File: config.mk
export PLATFORM = sky130hd
export DESIGN_NAME = robot_clock_ctrl
export DESIGN_NICKNAME = d
export VERILOG_FILES = /design/src/rtl/robot_clock_ctrl.sv
export SDC_FILE = /design/constraint.sdc
export NUM_CORES = 1
export LEC_CHECK = 0
export ABC_AREA = 0
export BUFFER_PORTS_ARGS = -buffer_cell sky130_fd_sc_hd__buf_4
export CORE_UTILIZATION = 39
export DETAILED_ROUTE_END_ITERATION = 8
export PLACE_DENSITY = 0.55
export REMOVE_ABC_BUFFERS = 1
export SLEW_MARGIN = 20
export SYNTH_ARGS = -nofsm -noshare
export SYNTH_HDL_FRONTEND = slang
export SYNTH_SLANG_ARGS = --single-unit
File: constraint.sdc
create_clock -name clock_50 -period 2.65 [get_ports clock_50]
set_input_delay 0.53 -clock clock_50 [delete_from_list [all_inputs] [get_ports clock_50]]
set_output_delay 0.53 -clock clock_50 [all_outputs]
set_load 0.005 [all_outputs]
File: src/rtl/robot_clock_ctrl.sv
// robot_clock_ctrl: conditions the mode and clock push-buttons, keeps the
// automatic/manual mode flag and produces the robot step clock plus a
// one-cycle strobe on the first cycle of every step pulse.
module robot_clock_ctrl #(
    parameter int DEBOUNCE_CYCLES = 250000,
    parameter int AUTO_DIV        = 25000000,
    parameter int HIGH_CYCLES     = 2
) (
    input  logic clock_50,
    input  logic reset,
    input  logic mode_toggle,
    input  logic clock_toggle,
    output logic mode,
    output logic robot_clock,
    output logic robot_tick
);

    localparam int DBC_W  = (DEBOUNCE_CYCLES > 1) ? $clog2(DEBOUNCE_CYCLES) : 1;
    localparam int ACNT_W = $clog2(AUTO_DIV);
    localparam int HCNT_W = (HIGH_CYCLES > 1) ? $clog2(HIGH_CYCLES) : 1;

    localparam logic [DBC_W-1:0]  DBC_MAX  = DBC_W'(DEBOUNCE_CYCLES - 1);
    localparam logic [ACNT_W-1:0] ACNT_MAX = ACNT_W'(AUTO_DIV - 1);
    localparam logic [HCNT_W-1:0] HCNT_MAX = HCNT_W'(HIGH_CYCLES - 1);

    // Bit 0 is the mode key, bit 1 is the clock key; both active-low.
    logic [1:0] key_raw;
    logic [1:0] press;

    assign key_raw = {clock_toggle, mode_toggle};

    generate
        for (genvar gi = 0; gi < 2; gi++) begin : g_key
            logic             sync1_reg;
            logic             sync2_reg;
            logic             clean_reg;
            logic             clean_d_reg;
            logic [DBC_W-1:0] dbc_reg;

            // Two-flop synchroniser, then a level debouncer that accepts a new
            // level only after it has been stable for DEBOUNCE_CYCLES cycles.
            always_ff @(posedge clock_50 or posedge reset) begin
                if (reset) begin
                    sync1_reg   <= 1'b1;
                    sync2_reg   <= 1'b1;
                    clean_reg   <= 1'b1;
                    clean_d_reg <= 1'b1;
                    dbc_reg     <= '0;
                end else begin
                    sync1_reg   <= key_raw[gi];
                    sync2_reg   <= sync1_reg;
                    clean_d_reg <= clean_reg;
                    if (sync2_reg == clean_reg) begin
                        dbc_reg <= '0;
                    end else if (dbc_reg == DBC_MAX) begin
                        clean_reg <= sync2_reg;
                        dbc_reg   <= '0;
                    end else begin
                        dbc_reg <= dbc_reg + DBC_W'(1);
                    end
                end
            end

            // A press is the falling edge of the clean level; release is ignored.
            assign press[gi] = ~clean_reg & clean_d_reg;
        end
    endgenerate

    logic              mode_reg;
    logic [ACNT_W-1:0] acnt_reg;
    logic              auto_wrap;
    logic              trigger;

    assign auto_wrap = ~mode_reg && (acnt_reg == ACNT_MAX);
    // Trigger source follows the registered mode, so a clock press coinciding
    // with a mode press is judged against the mode before the flip.
    assign trigger   = mode_reg ? press[1] : auto_wrap;

    // Mode flag and automatic-rate counter; every flip restarts the period.
    always_ff @(posedge clock_50 or posedge reset) begin
        if (reset) begin
            mode_reg <= 1'b0;
            acnt_reg <= '0;
        end else if (press[0]) begin
            mode_reg <= ~mode_reg;
            acnt_reg <= '0;
        end else if (mode_reg) begin
            acnt_reg <= '0;
        end else if (acnt_reg == ACNT_MAX) begin
            acnt_reg <= '0;
        end else begin
            acnt_reg <= acnt_reg + ACNT_W'(1);
        end
    end

    typedef enum logic {
        IDLE,
        HIGH
    } pulse_state_t;

    pulse_state_t      state_reg,       state_next;
    logic [HCNT_W-1:0] hcnt_reg,        hcnt_next;
    logic              robot_clock_reg, robot_clock_next;
    logic              robot_tick_reg,  robot_tick_next;

    // Pulse engine state and output registers.
    always_ff @(posedge clock_50 or posedge reset) begin
        if (reset) begin
            state_reg       <= IDLE;
            hcnt_reg        <= '0;
            robot_clock_reg <= 1'b0;
            robot_tick_reg  <= 1'b0;
        end else begin
            state_reg       <= state_next;
            hcnt_reg        <= hcnt_next;
            robot_clock_reg <= robot_clock_next;
            robot_tick_reg  <= robot_tick_next;
        end
    end

    // Next-state logic: triggers seen while HIGH are dropped, and the pulse
    // always runs its full length regardless of mode changes.
    always_comb begin
        state_next       = state_reg;
        hcnt_next        = hcnt_reg;
        robot_clock_next = robot_clock_reg;
        robot_tick_next  = 1'b0;
        case (state_reg)
            IDLE: begin
                if (trigger) begin
                    state_next       = HIGH;
                    hcnt_next        = '0;
                    robot_clock_next = 1'b1;
                    robot_tick_next  = 1'b1;
                end
            end
            HIGH: begin
                if (hcnt_reg == HCNT_MAX) begin
                    state_next       = IDLE;
                    robot_clock_next = 1'b0;
                end else begin
                    hcnt_next = hcnt_reg + HCNT_W'(1);
                end
            end
            default: begin
                state_next       = IDLE;
                robot_clock_next = 1'b0;
            end
        endcase
    end

    assign mode        = mode_reg;
    assign robot_clock = robot_clock_reg;
    assign robot_tick  = robot_tick_reg;

endmodule
==> results.cfg <==
[finish]
final_common_cell = dfrtp_1
layout.cells.non_filler = 469
multi_input_area_mm2 = 0.001575
num-fill-cells = 836
synthToLayoutAreaGrowth_pct = 11.11
register_area_mm2 = 0.001862
fin_nets = 363
drive_gt1_frac = 0.1357
mostFrequentLayoutCells = 66 x dfrtp_1, 44 x nor2_1, 23 x xor2_1, 22 x nand2_1, 19 x a21oi_1
n_antenna_cell = 0
largest_reg_flops = 36
final_cell_area_mm2 = 0.003891

[clocking]
clk_pin_slew_ns = 0.08
clock_sinks = 74
htree_levels = 3
clk_latency_ns = 0.34
cts_hold_buf = 0
cts_max_path_buffers = 2
cts_buffers = 9
post_cts_buffers = 0
cts_tree = built
cts_root_buf = clkbuf_8
cts_resized = 0

[run]
maxCapViolations = 0

[synthesis]
syn_avg_cell_area_um2 = 10.30
seq_area_frac_synth = 0.5316
synth.distinct_cells = 40
ys.flop_type = dfrtp_1
yosys_warnings = 0
async_reset_ff_frac = 1.000
syn-instance-count = 340
synth.cell_area_mm2 = 0.003502
ys_seq_elements = 74
synth_edf_count = 0

[sta]
tightest_slew_ns = 0.3955
final_max_slew_viol_count = 0
slew-limit-headroom = 0.7363
fin_crit_sh = 0.8607
max_freq_mhz = 438.4
timing_hold_violations_final = 0
rsz0062_at_grt = false
finalCriticalPeriod_ns = 2.281
setup_viol = 0
layout_setup_ws_ns = 0.3691
finClkSkew_ns = 0.01026

[setup_path]
cp-end-kind = flop
path_buf_inv = 0
r2r_start = acnt_reg[0]
path_cells = ha_1 > nand4_2 > or4_1 > or4_1 > a21oi_1
required_ns = 2.93
reg2regPathDepth = 5
worstPathMaxFanout = 10
critical_path.top_delay_family = simple AND/OR/NAND/NOR gates
r2r-end = acnt_reg[24]
arrival_ns = 2.56
worstSetupStartpointType = flop
r2r_setup_slack_ns = 0.37
crit_slowest_cell = or4_1
crit_top_cell = or4_1
crit_type = reg -> reg
crit_path_max_incr_delay_ns = 0.71

[die]
die_h_um = 96.76
core_area_mm2 = 0.008721
die_area_mm2 = 0.009363
start_util = 0.4016
rows = 34
ios = 7
die_x_um = 96.76

[drt]
vias = 2519
post_drt_wl_per_cell_um = 13.43
drt.antenna.violating_nets = 0
routed_via_density = 5.371
drt_iter0_drc = 98
first_pass_iters = 4
drcViolationCount = 0
routed_wl_um = 6301

[power]
p_sw_uw = 461.1
ir_drop_uv = 211.2
pwr-share-comb = 0.029
powerDensity_mw_per_mm2 = 509.5
seqPwrFrac = 0.580
clkPwrFrac = 0.391
internal_power_uw = 1522
switching_share = 0.2326
leakage_uw = 0.001595

[global_routing]
grtUsageMet1 = 0.2132
antenna_found_initial = 0
met3_usage = 0.03324
grt-ovfl-total = 0
grt_pass1_wl_um = 11450
grt_pass1_vias = 2427
met2_usage = 0.2194
grt_use_total = 0.1507
grt_max_degree = 75
busiest_layer = met2

[placed_design]
place_area_mm2 = 0.003720
dp_slack_ns = 0.3950
dp.final_hpwl_um = 4120
portBuffers = 6
place_congestion = 0.7988
placed_cells_incl_taps = 453

[worst_hold_path]
hp-class = in -> async

[status]
status = finished, final reports clean
-- routing by layer --
metal	vias up	wire (um)
li1	1258	-
met1	1235	3309
met2	18	2758
met5	-	0
met3	8	142
met4	0	90
-- synthesized netlist by cell type (2+ instances only) --
cell type  instances  area [um2]
a21oi_1           19       95.09
or3_1              6       37.54
clkbuf_1           6       22.52
nand3b_1           3       22.52
inv_1             10       37.54
dfrtp_1           66        1652
or4_1             11       82.58
o21ai_0           11       55.05
and4_1             8       70.07
nand2_1           22       82.58
or3_2              3       22.52
o31ai_1           10       75.07
nor4_1             9       56.30
nor2_1            44       165.2
mux2_2             2       22.52
and2_1             2       12.51
ha_1               3       37.54
dfstp_2            8       210.2
nor4b_1            2       17.52
nand3_1           18       90.09
buf_2              2       10.01
nor3_1             5       25.02
nand4_1           15       93.84
xor2_1            23       201.4
o41ai_2            2       32.53
xnor2_1           16       140.1
-- kinds of logic (layout without fill, tap and decap cells) --
| logic type | count (synthesis) | count (layout) | synth area share |
|---|---|---|---|
| flip-flops | 74 | 74 | 0.5316 |
| adder cells (fa/ha/maj) | 3 | 3 | 0.01072 |
| AND/OR/NAND/NOR | 158 | 158 | 0.2497 |
| multiplexers | 3 | 3 | 0.009289 |
| AO/OA/AOI/OAI | 45 | 45 | 0.08110 |
| buffers and inverters | 18 | 39 | 0.02001 |
| XOR/XNOR | 39 | 39 | 0.09753 |
-- cell type report --
cell class / count / area share
Clock buffer: 11 / 0.03633
Clock inverter: 5 / 0.007717
Inverter: 10 / 0.009646
Multi-Input combinational cell: 248 / 0.4048
Sequential cell: 74 / 0.4785
Tap cell: 108 / 0.03473
Timing Repair Buffer: 13 / 0.02830
-- worst register-to-register path, cell delays in order (launching register included) --
cell,delay [ns]
dfrtp_1,0.42
ha_1,0.26
nand4_2,0.16
or4_1,0.71
or4_1,0.52
a21oi_1,0.15
-- worst max path at each step --
stage | startpoint | endpoint | slack, ns | cells past startpoint
floorplan | acnt_reg[0] | acnt_reg[10] | -0.05 | 5
detailed placement | acnt_reg[0] | acnt_reg[24] | 0.39 | 5
CTS | acnt_reg[0] | acnt_reg[24] | 0.37 | 5
global route | acnt_reg[0] | acnt_reg[24] | 0.23 | 5
finish | acnt_reg[0] | acnt_reg[24] | 0.37 | 5
global placement | acnt_reg[0] | acnt_reg[24] | 0.43 | 5
-- power groups by stage --
stage / Sequential [uW] / Clock, uW / Combinational [uW]
2_1_floorplan: 1170 / 0 / 36.7
3_5_place_dp: 1170 / 0 / 60.7
4_1_cts: 1150 / 813 / 60.8
5_1_grt: 1150 / 854 / 68.0
3_3_place_gp: 1170 / 0 / 60.6
6_report: 1150 / 775 / 58.0
-- per-stage QoR --
step                hold slack [ns]  power, uW    util  setup TNS (ns)
finish                       0.2651       1983  0.4462               0
global route                 0.2755       2074  0.4462               0
CTS                          0.2712       2023  0.4462               0
detailed placement           0.3475       1233  0.4265               0
global placement             0.3464       1232  0.4265               0
floorplan                    0.3452       1207       -         -0.8375
Note: power is estimated with default switching activity, not from simulation.
